$ cat src/rtl/audio_dac_serializer.sv
// I2S transmitter for the mono filter output: a one-entry holding register feeds
// a frame register that is sent in both the left and right slots of each frame.
module audio_dac_serializer #(
  parameter int SAMPLE_W = 16,
  parameter int SLOT_W   = 32,
  parameter int BCLK_DIV = 4
) (
  input  logic                clk,
  input  logic                reset,
  input  logic [SAMPLE_W-1:0] sample_in,
  input  logic                sample_valid,
  output logic                sample_ready,
  input  logic                underrun_clr,
  output logic                underrun,
  output logic                frame_start,
  output logic                dac_bclk,
  output logic                dac_lrck,
  output logic                dac_data
);

  localparam int DIV_W = (BCLK_DIV > 1) ? $clog2(BCLK_DIV) : 1;
  localparam int BIT_W = $clog2(2 * SLOT_W);
  localparam int POS_W = $clog2(SLOT_W);

  localparam logic [DIV_W-1:0] DIV_LAST = DIV_W'(BCLK_DIV - 1);
  localparam logic [BIT_W-1:0] BIT_LAST = BIT_W'(2 * SLOT_W - 1);
  localparam logic [BIT_W-1:0] SLOT_LEN = BIT_W'(SLOT_W);

  logic [DIV_W-1:0]    div_cnt_reg, div_cnt_next;
  logic                bclk_reg, bclk_next;
  logic [BIT_W-1:0]    bit_cnt_reg, bit_cnt_next;
  logic                lrck_reg, lrck_next;
  logic                data_reg, data_next;
  logic [SAMPLE_W-1:0] hold_reg, hold_next;
  logic                hold_full_reg, hold_full_next;
  logic [SAMPLE_W-1:0] frame_sample_reg, frame_sample_next;
  logic                underrun_reg, underrun_next;
  logic                frame_start_reg, frame_start_next;

  logic                toggle;
  logic                fall;
  logic                boundary;
  logic                accept;
  logic [BIT_W-1:0]    bit_inc;
  logic                in_right;
  logic [BIT_W-1:0]    pos_full;
  logic [POS_W-1:0]    slot_pos;
  logic [SLOT_W-1:0]   slot_vec;

  // slot_vec[b] is the serial bit for slot position b: one leading zero for the
  // I2S delay, the sample MSB first, then zero padding to the end of the slot.
  for (genvar gi = 0; gi < SLOT_W; gi++) begin : g_slot
    if (gi >= 1 && gi <= SAMPLE_W) begin : g_bit
      assign slot_vec[gi] = frame_sample_reg[SAMPLE_W-gi];
    end else begin : g_pad
      assign slot_vec[gi] = 1'b0;
    end
  end

  assign toggle   = (div_cnt_reg == DIV_LAST);
  assign fall     = toggle && bclk_reg;
  assign bit_inc  = (bit_cnt_reg == BIT_LAST) ? '0 : bit_cnt_reg + 1'b1;
  assign in_right = (bit_inc >= SLOT_LEN);
  assign pos_full = in_right ? (bit_inc - SLOT_LEN) : bit_inc;
  assign slot_pos = pos_full[POS_W-1:0];
  assign boundary = fall && (bit_inc == '0);
  assign accept   = sample_valid && !hold_full_reg;

  always_comb begin
    div_cnt_next      = toggle ? '0 : div_cnt_reg + 1'b1;
    bclk_next         = bclk_reg ^ toggle;
    bit_cnt_next      = bit_cnt_reg;
    lrck_next         = lrck_reg;
    data_next         = data_reg;
    hold_next         = hold_reg;
    hold_full_next    = hold_full_reg;
    frame_sample_next = frame_sample_reg;
    underrun_next     = underrun_reg;
    frame_start_next  = boundary;

    if (fall) begin
      bit_cnt_next = bit_inc;
      lrck_next    = in_right;
      data_next    = slot_vec[slot_pos];
    end

    // Accept needs an empty register and a load needs a full one, so they never collide.
    if (accept) begin
      hold_next      = sample_in;
      hold_full_next = 1'b1;
    end else if (boundary && hold_full_reg) begin
      hold_full_next = 1'b0;
    end

    if (boundary && hold_full_reg) begin
      frame_sample_next = hold_reg;
    end

    // An empty frame start outranks a same-cycle clear.
    if (boundary && !hold_full_reg) begin
      underrun_next = 1'b1;
    end else if (underrun_clr) begin
      underrun_next = 1'b0;
    end
  end

  always_ff @(posedge clk) begin
    if (reset) begin
      div_cnt_reg      <= '0;
      bclk_reg         <= 1'b0;
      bit_cnt_reg      <= BIT_LAST;
      lrck_reg         <= 1'b0;
      data_reg         <= 1'b0;
      hold_reg         <= '0;
      hold_full_reg    <= 1'b0;
      frame_sample_reg <= '0;
      underrun_reg     <= 1'b0;
      frame_start_reg  <= 1'b0;
    end else begin
      div_cnt_reg      <= div_cnt_next;
      bclk_reg         <= bclk_next;
      bit_cnt_reg      <= bit_cnt_next;
      lrck_reg         <= lrck_next;
      data_reg         <= data_next;
      hold_reg         <= hold_next;
      hold_full_reg    <= hold_full_next;
      frame_sample_reg <= frame_sample_next;
      underrun_reg     <= underrun_next;
      frame_start_reg  <= frame_start_next;
    end
  end

  assign sample_ready = !hold_full_reg;
  assign underrun     = underrun_reg;
  assign frame_start  = frame_start_reg;
  assign dac_bclk     = bclk_reg;
  assign dac_lrck     = lrck_reg;
  assign dac_data     = data_reg;

endmodule
$ cat config.mk
export PLATFORM = sky130hd
export DESIGN_NAME = audio_dac_serializer
export DESIGN_NICKNAME = d
export VERILOG_FILES = /design/src/rtl/audio_dac_serializer.sv
export SDC_FILE = /design/constraint.sdc
export NUM_CORES = 1
export LEC_CHECK = 0
export CORE_UTILIZATION = 47
export DETAILED_ROUTE_END_ITERATION = 16
export MAX_ROUTING_LAYER = met4
export PLACE_DENSITY = 0.8
export SLEW_MARGIN = 20
export SYNTH_ARGS = -nofsm -noshare
export SYNTH_HDL_FRONTEND = slang
export SYNTH_SLANG_ARGS = --single-unit
export TNS_END_PERCENT = 1
$ cat constraint.sdc
create_clock -name clk -period 2.2 [get_ports clk]
set_input_delay 0.44 -clock clk [delete_from_list [all_inputs] [get_ports clk]]
set_output_delay 0.44 -clock clk [all_outputs]
set_load 0.02 [all_outputs]
==> results_dict.tcl, run 1 <==
set metrics [dict create \
    p_per_area_nw_per_um2 636 \
    clock_latency_ps 300 \
    dr.pass1.iters 4 \
    setup_viol 0 \
    clock_path_buffers 2 \
    synthAdderAreaFrac_pct 1.86 \
    critPathArrivalTime_ps 2250 \
    ys_seq_area_share_pct 45.6 \
    synthSimpleGateAreaFrac_pct 20.5 \
    first_global_vias 1388 \
    synth.avg_cell_area_sq_um 8.98 \
    grt_overflow 0 \
    rsz0062_at_grt "false" \
    use_met3_pct 5.07 \
    yosys_warnings 0 \
    async_flop_share_pct 0 \
    syn_area_sq_um 2020 \
    hold_class "reg -> reg" \
    synth_compound_area_share_pct 13.6 \
    synth_cell_types 40 \
    diodes 0 \
    fmax_mhz 486 \
    crit_path_max_fanout 9 \
    syn_nets 248 \
    top_usage_layer "met2" \
    synth.mux.area_fraction_pct 10.9 \
    yosys_most_used_dff "dfxtp_1" \
    drive_gt1_share_pct 9.56 \
    r2r_cells 7 \
    vdd_ir_drop_max_uv 415 \
    met1_usage_pct 24.2 \
    cts_tree "done" \
    cts_setup_buffers 0 \
    layout_common_cells "46 x dfxtp_1, 36 x nand2_1, 25 x nor2_1, 25 x clkdlybuf4s50_1" \
    cts_max_level 2 \
    synth_top_area_share_pct 45.6 \
    finalClockSkew_ps 7.76 \
    drt_iter0_drc 81 \
    die_h_um 67.6 \
    clk_pin_slew_worst_paths_ps 80 \
    finalSetupTns_ps 0 \
    syn-instance-count 225 \
    r2r-end "dac_data" \
    die-area_sq_um 4560 \
    grt_usage_pct 19.8 \
    crit_path_end_kind "flop" \
    startpoint "bit_cnt_reg[1]" \
    cts-root-buf "clkbuf_8" \
    tightest_slew_ps 525 \
    coreArea_sq_um 4060 \
    crit_path_start_kind "flop" \
    grt_max_degree 25 \
    dp_hpwl_um 2610 \
    cts_num_sinks 46 \
    ctsHoldBuffers 0 \
    synth_edf_count 0 \
    r2r-start "bit_cnt_reg[1]" \
    finalHoldViolCount 0 \
    synth_top_family_by_area "simple AND/OR/NAND/NOR gates" \
    rows 23 \
    slew_headroom_pct 64.9 \
    required_ps 2390 \
    io_buffer_count 25 \
    max-cap-violations 0 \
    grt_first_pass_wirelength_um 6470 \
    floorplan.initialDensity_pct 49.8 \
    grt_antenna_before_repair 0 \
    synthTopCellsByArea "dfxtp_1 46%, mux2i_1 11%, nand2_1 6.7%" \
    wire_per_inst_um 12.6 \
    synthXorXnorAreaFrac_pct 2.17 \
    finalWirelength_um 3790 \
    ff2ff_setup_slack_ps 140 \
    finalNetCount 273 \
    drtAntennaViolNets 0 \
    hold_depth 1 \
    power.leakage_nw 1.04 \
    gr-usage-met2_pct 30.9 \
    viasPerCell 5.27 \
    fillers 352 \
    final_common_cell "dfxtp_1" \
    post-route-period-util_pct 93.5 \
    die_x_um 67.6 \
    status "finished clean" \
    yosys_register_bits 46 \
    dp_slack_ps 110 \
    cts_made_buffers 5 \
    maxSlewViolCount 0 \
    fin_crit_ps 2060 \
    post_cts_resized 0 \
    synth_top_cell_by_area "dfxtp_1" \
    crit_end "dac_data" \
    ios 26 \
    gp_congestion 0.912 \
    crit_type "reg -> reg" \
    drc 0 \
    num_vias 1587 \
    hold_ws_ps 438 \
    layout_setup_ws_ps 144 \
    area_growth_pct 18.8 \
]
-- cell type report --
cell class,instances,area [sq um],area share (%)
Multi-Input combinational cell,160,991,41.3
Inverter,3,11.3,0.469
Clock inverter,2,12.5,0.522
Timing Repair Buffer,34,318,13.2
Sequential cell,46,921,38.4
Clock buffer,6,82.6,3.44
Tap cell,50,62.6,2.61
-- power by group --
part           total, mW  internal [mW]  switching [mW]
logic              0.126         0.0664          0.0597
registers          0.871          0.857          0.0136
clock network      0.529          0.252           0.276
-- cell usage after synthesis (2+ instances only) --
library cell and number:
nand3b_1 2, nor2_1 25, a21oi_1 22, buf_6 4
mux2i_1 22, a211o_1 2, buf_2 2, nand4_1 2
dfxtp_1 46, nand2_1 36, and3_2 2, o21bai_1 3
inv_1 3, ha_1 3, nor3_1 4, xnor2_1 2
nor2b_1 5, o21ai_0 3, xor2_1 3, nand3_1 6
clkbuf_1 9
-- how the worst min path moves through the flow --
stage	to	slack [ps]	startpoint
finish	div_cnt_reg[0]	440	div_cnt_reg[0]
global route	div_cnt_reg[0]	470	div_cnt_reg[0]
CTS	div_cnt_reg[0]	440	div_cnt_reg[0]
detailed placement	div_cnt_reg[0]	420	div_cnt_reg[0]
global placement	div_cnt_reg[0]	420	div_cnt_reg[0]
floorplan	div_cnt_reg[0]	410	div_cnt_reg[0]
-- through the flow --
stage / cell area, sq um / util [%] / std cells / total power [mW]
CTS: 2400 / 59.1 / 301 / 1.54
global placement: 2300 / 56.8 / 293 / 1.01
global route: 2400 / 59.1 / 301 / 1.60
detailed placement: 2300 / 56.8 / 293 / 1.02
floorplan: 2020 / - / 225 / 0.959
finish: 2400 / 59.1 / 301 / 1.53
-- worst max-delay path: stages (launching register included) --
cell,delay [ps]
dfxtp_1,350
ha_1,210
and3_4,200
a31oi_4,340
mux2i_1,220
o21ai_0,100
o211a_1,230
a311o_1,300
-- cell families (layout without fill, tap and decap cells) --
kind of cell               Yosys count  count (layout)
AOI/OAI and AO/OA                   40              40
xor gates and xnor gates             5               5
adders and majority gates            3               3
buffers and inverters               19              45
DFF                                 46              46
muxes                               22              22
and+or+nand+nor                     90              90
-- layer usage --
metal	part of all wire, %	routed length [um]
met5	0	0
met4	2.0	76
met3	3.5	133
met2	49	1850
met1	46	1740
Power figures use the tool's default switching activity.
==> run 2: changes to the inputs <==
--- a/config.mk
+++ b/config.mk
@@ -5,10 +5,10 @@
 export SDC_FILE = /design/constraint.sdc
 export NUM_CORES = 1
 export LEC_CHECK = 0
-export CORE_UTILIZATION = 47
+export CORE_UTILIZATION = 49
 export DETAILED_ROUTE_END_ITERATION = 16
 export MAX_ROUTING_LAYER = met4
-export PLACE_DENSITY = 0.8
+export PLACE_DENSITY = 0.83
 export SLEW_MARGIN = 20
 export SYNTH_ARGS = -nofsm -noshare
 export SYNTH_HDL_FRONTEND = slang
==> run 2 against run 1 <==
Against the previous run: power shrank 0.14%; register-to-register slack is essentially flat; maximum frequency shrank 0.69%; utilization grew 3.9 points; final cell count shrank 0.66%; via count grew 0.13%; combinational power is essentially flat; sequential share of layout area grew 0.10 points; critical endpoint unchanged; largest cell class unchanged.
==> results_dict.tcl, run 2 (same netlist as run 1, synthesis figures left out) <==
set metrics [dict create \
    max-cap-violations 0 \
    r2r_cells 7 \
    critPathArrivalTime_ps 2270 \
    grt_max_degree 25 \
    crit_path_end_kind "flop" \
    drive_gt1_share_pct 9.16 \
    grt_overflow 0 \
    slew_headroom_pct 63.8 \
    cts_max_level 2 \
    slowest_stage "dfxtp_1" \
    floorplan.initialDensity_pct 53.2 \
    critPathMaxStageDelay_ps 350 \
    crit_type "reg -> reg" \
    cts_made_buffers 5 \
    crit_path_max_fanout 9 \
    dr.pass1.iters 4 \
    finalHoldViolCount 0 \
    status "finished clean" \
    first_global_vias 1495 \
    cts_tree "done" \
    dp_hpwl_um 2720 \
    tightest_slew_ps 541 \
    cp_cell_sequence "ha_1, and3_4, a31oi_4, mux2i_1, o21ai_0, o211a_1, a311o_1" \
    p_per_area_nw_per_um2 637 \
    grt_first_pass_wirelength_um 6540 \
    setup_viol 0 \
    ctsHoldBuffers 0 \
    layout_common_cells "46 x dfxtp_1, 36 x nand2_1, 25 x nor2_1, 25 x clkdlybuf4s50_1" \
    finalWirelength_um 3810 \
    clock_latency_ps 300 \
    ff2ff_setup_slack_ps 130 \
    r2r-end "dac_data" \
    fin_area_sq_um 2390 \
    hold_class "reg -> reg" \
    final_common_cell "dfxtp_1" \
    clock_path_buffers 2 \
    die-area_sq_um 4380 \
    r2r-start "bit_cnt_reg[1]" \
    grt_usage_pct 20.4 \
    drc 0 \
    coreArea_sq_um 3800 \
    maxSlewViolCount 0 \
    num_vias 1589 \
    die_x_um 66.2 \
    post_dp_cell_area_sq_um 2300 \
    diodes 0 \
    finalNetCount 273 \
    vdd_ir_drop_max_uv 458 \
    cts_num_sinks 46 \
    wire_per_inst_um 12.8 \
    finalSetupTns_ps 0 \
    cts-root-buf "clkbuf_8" \
    gp_congestion 0.892 \
    crit_path_start_kind "flop" \
    ios 26 \
    finalClockSkew_ps 7.23 \
    io_buffer_count 25 \
    clk_pin_slew_worst_paths_ps 80 \
    fin_crit_ps 2070 \
    post-route-period-util_pct 94.1 \
    fillers 340 \
    power.leakage_nw 1.04 \
    fmax_mhz 483 \
    drt_iter0_drc 159 \
    rows 22 \
    post_cts_resized 0 \
    die_h_um 66.2 \
    grt_antenna_before_repair 0 \
    p_total_mw 1.52 \
    viasPerCell 5.31 \
    rsz0062_at_grt "false" \
    crit_end "dac_data" \
    required_ps 2400 \
    startpoint "bit_cnt_reg[1]" \
    area_growth_pct 18.5 \
    drtAntennaViolNets 0 \
]
==> run 2: cell types whose count changed in the layout (fill, tap and decap cells not counted), sizes merged <==
cell      change
clkinvlp      -1
clkbuf        +1
==> run 2: repair_timing <==
action / CTS / global route
endpoints found under the setup margin: 0 / 1
endpoints found under the hold margin: 0 / 0
buffers inserted: 0 / 0
==> run 2: per-stage QoR <==
step	hold slack [ps]	setup slack [ps]	utilization, %	std cells
final	437	130	63.0	299
after global routing	465	40.1	63.0	299
after global placement	418	191	60.6	291
after detailed placement	420	100	60.6	291
after CTS	439	85.3	63.0	299
after floorplan	408	152	-	225
==> run 2: report_power, final <==
part | leakage, nW | switching, mW | internal [mW]
clock | 0.0482 | 0.272 | 0.253
sequential | 0.374 | 0.0138 | 0.857
combinational | 0.619 | 0.0610 | 0.0664
==> run 2: cell type report <==
cell class              count  area [sq um]  area share (%)
flip-flops and latches     46           921            38.5
clock buffers               7          86.3            3.61
repair buffers             34           318            13.3
inverters                   3          11.3           0.471
clock inverters             1          5.00           0.209
multi-input cells         160           991            41.4
well taps                  48          60.1            2.51
==> run 2: worst min path at each step <==
| stage | slack, ps | cells past startpoint | to | from |
|---|---|---|---|---|
| after floorplan | 410 | 1 | div_cnt_reg[0] | div_cnt_reg[0] |
| after global placement | 420 | 1 | div_cnt_reg[0] | div_cnt_reg[0] |
| after detailed placement | 420 | 1 | div_cnt_reg[0] | div_cnt_reg[0] |
| after CTS | 440 | 1 | div_cnt_reg[0] | div_cnt_reg[0] |
| after global routing | 470 | 1 | div_cnt_reg[0] | div_cnt_reg[0] |
| final | 440 | 1 | div_cnt_reg[0] | div_cnt_reg[0] |
==> run 2: routing by layer <==
layer  vias to the layer above  part of all wire, %  track usage [%]
li1                        819                    -                -
met4                         0                  1.9             8.78
met5                         -                    0                -
met1                       734                   47             23.7
met3                         8                  3.5             5.69
met2                        28                   48             32.8
==> run 2: worst max-delay path: cells and delay by family, from the launching register on <==
kind                     cells  cell delay [ps]
adder cells (fa/ha/maj)      1              210
flip-flops                   1              350
AND/OR/NAND/NOR              1              210
AO/OA/AOI/OAI                4              960
multiplexers                 1              230
==> variant, RTL diff (settings of run 1) <==
Change the parameter `SAMPLE_W` from 16 to 24.
--- a/src/rtl/audio_dac_serializer.sv
+++ b/src/rtl/audio_dac_serializer.sv
@@ -3,3 +3,3 @@
 module audio_dac_serializer #(
-  parameter int SAMPLE_W = 16,
+  parameter int SAMPLE_W = 24,
   parameter int SLOT_W   = 32,
Ports: changed (resized sample_in); port bits go from 26 to 34. No check against the original RTL was run, so the function may have changed too.
==> variant against run 1 <==
Worst setup slack got worse by 0.022 ns. Final area up 34%. Utilization is 0.33 points lower. Non-clock buffer count rose by 12. Power is 46% higher. First-iteration DRC count grew 47%. Fmax shrank 1.0%. Largest power group unchanged. Hold slack lost 0.0023 ns. Wire length is 38% higher. Via count increased by 31%. Largest cell class unchanged. Sequential cell count grew 16. Synthesized area rose by 32%.
==> variant: results (changes against run 1) <==
metric	value	unit	change
delay-heaviest family, CP	simple AND/OR/NAND/NOR gates		
Clock H-tree levels	3		+1
grt met2 use	33.2	%	+2.2 points
met3 GRT Util	4.52	%	-0.54 points
leakage	1.20	nW	+15%
CP Launch Point	bit_cnt_reg[0]		
DP Area	3040	um^2	+32%
largest net degree at the start of global routing	28		+12%
WL final	5250	um	+38%
total track usage	20.8	%	+1.0 points
grt met1 use	23.3	%	-0.96 points
CTS Buf Count	9		+4
status	completed		
DP Wirelength	3680	um	+41%
Max VDD drop	0.376	mV	-9.3%
Clock Skew	0.00554	ns	-0.00222 ns
reg-to-reg slack, setup	0.12	ns	-0.02 ns
P_sw	0.500	mW	+43%
later-pin clock latency in the skew report	0.34	ns	+0.04 ns
post-synthesis cell count	285		+27%
critical path peak fanout	11		+2
fraction of layout cells with a size suffix above 1	11.7	%	+2.2 points
vias in the first global route	2055		+48%
routability cong.	0.910		-0.25%
Reg clk slew, reported paths	0.06	ns	-0.02 ns
P_clk	0.889	mW	+68%
register area share after synthesis	46.6	%	+1.0 points
hold slack	0.436	ns	-0.00226 ns
Clk network pwr share	39.8	%	+5.1 points
Synthesized Nets	317		+28%
number of port buffers	33		+32%
Final Net Count	353		+29%
worst relative slew slack	74.4	%	+9.5 points
worst reg2reg path depth	8		+1
pre-CTS setup slack	0.0866	ns	-0.0233 ns
## variant: changes by cell type in the layout (fill, tap and decap cells not counted), sizes merged, moves of 7 or more
cell / run 1 / this run
a21oi: 22 / 29
clkbuf: 6 / 13
clkdlybuf4s50: 25 / 32
dfxtp: 46 / 62
mux2i: 22 / 29
nand2: 36 / 53
nor2: 25 / 32
## variant: cells by family after synthesis
group | after synthesis | synth area share [%]
simple gates | 109 | 17.6
fa+ha+maj | 4 | 1.88
xor+xnor | 3 | 1.69
compound gates | 48 | 11.7
buf+inv | 25 | 6.58
flops | 62 | 46.6
mux | 34 | 13.9
## variant: area by class of cell
cell class,count,area [um^2]
multi-input combinational,198,1250
clock inverter,1,5.00
clock buffer,13,169
inverter,4,15.0
tap,72,90.1
sequential,62,1240
timing repair buffer,46,448
fill,501,2260
## variant: per-layer routing
layer  vias up  share of wire, %
li1       1043                 -
met2        36                49
met1       991                45
met5         -                 0
met4         0               3.0
met3        14               2.6
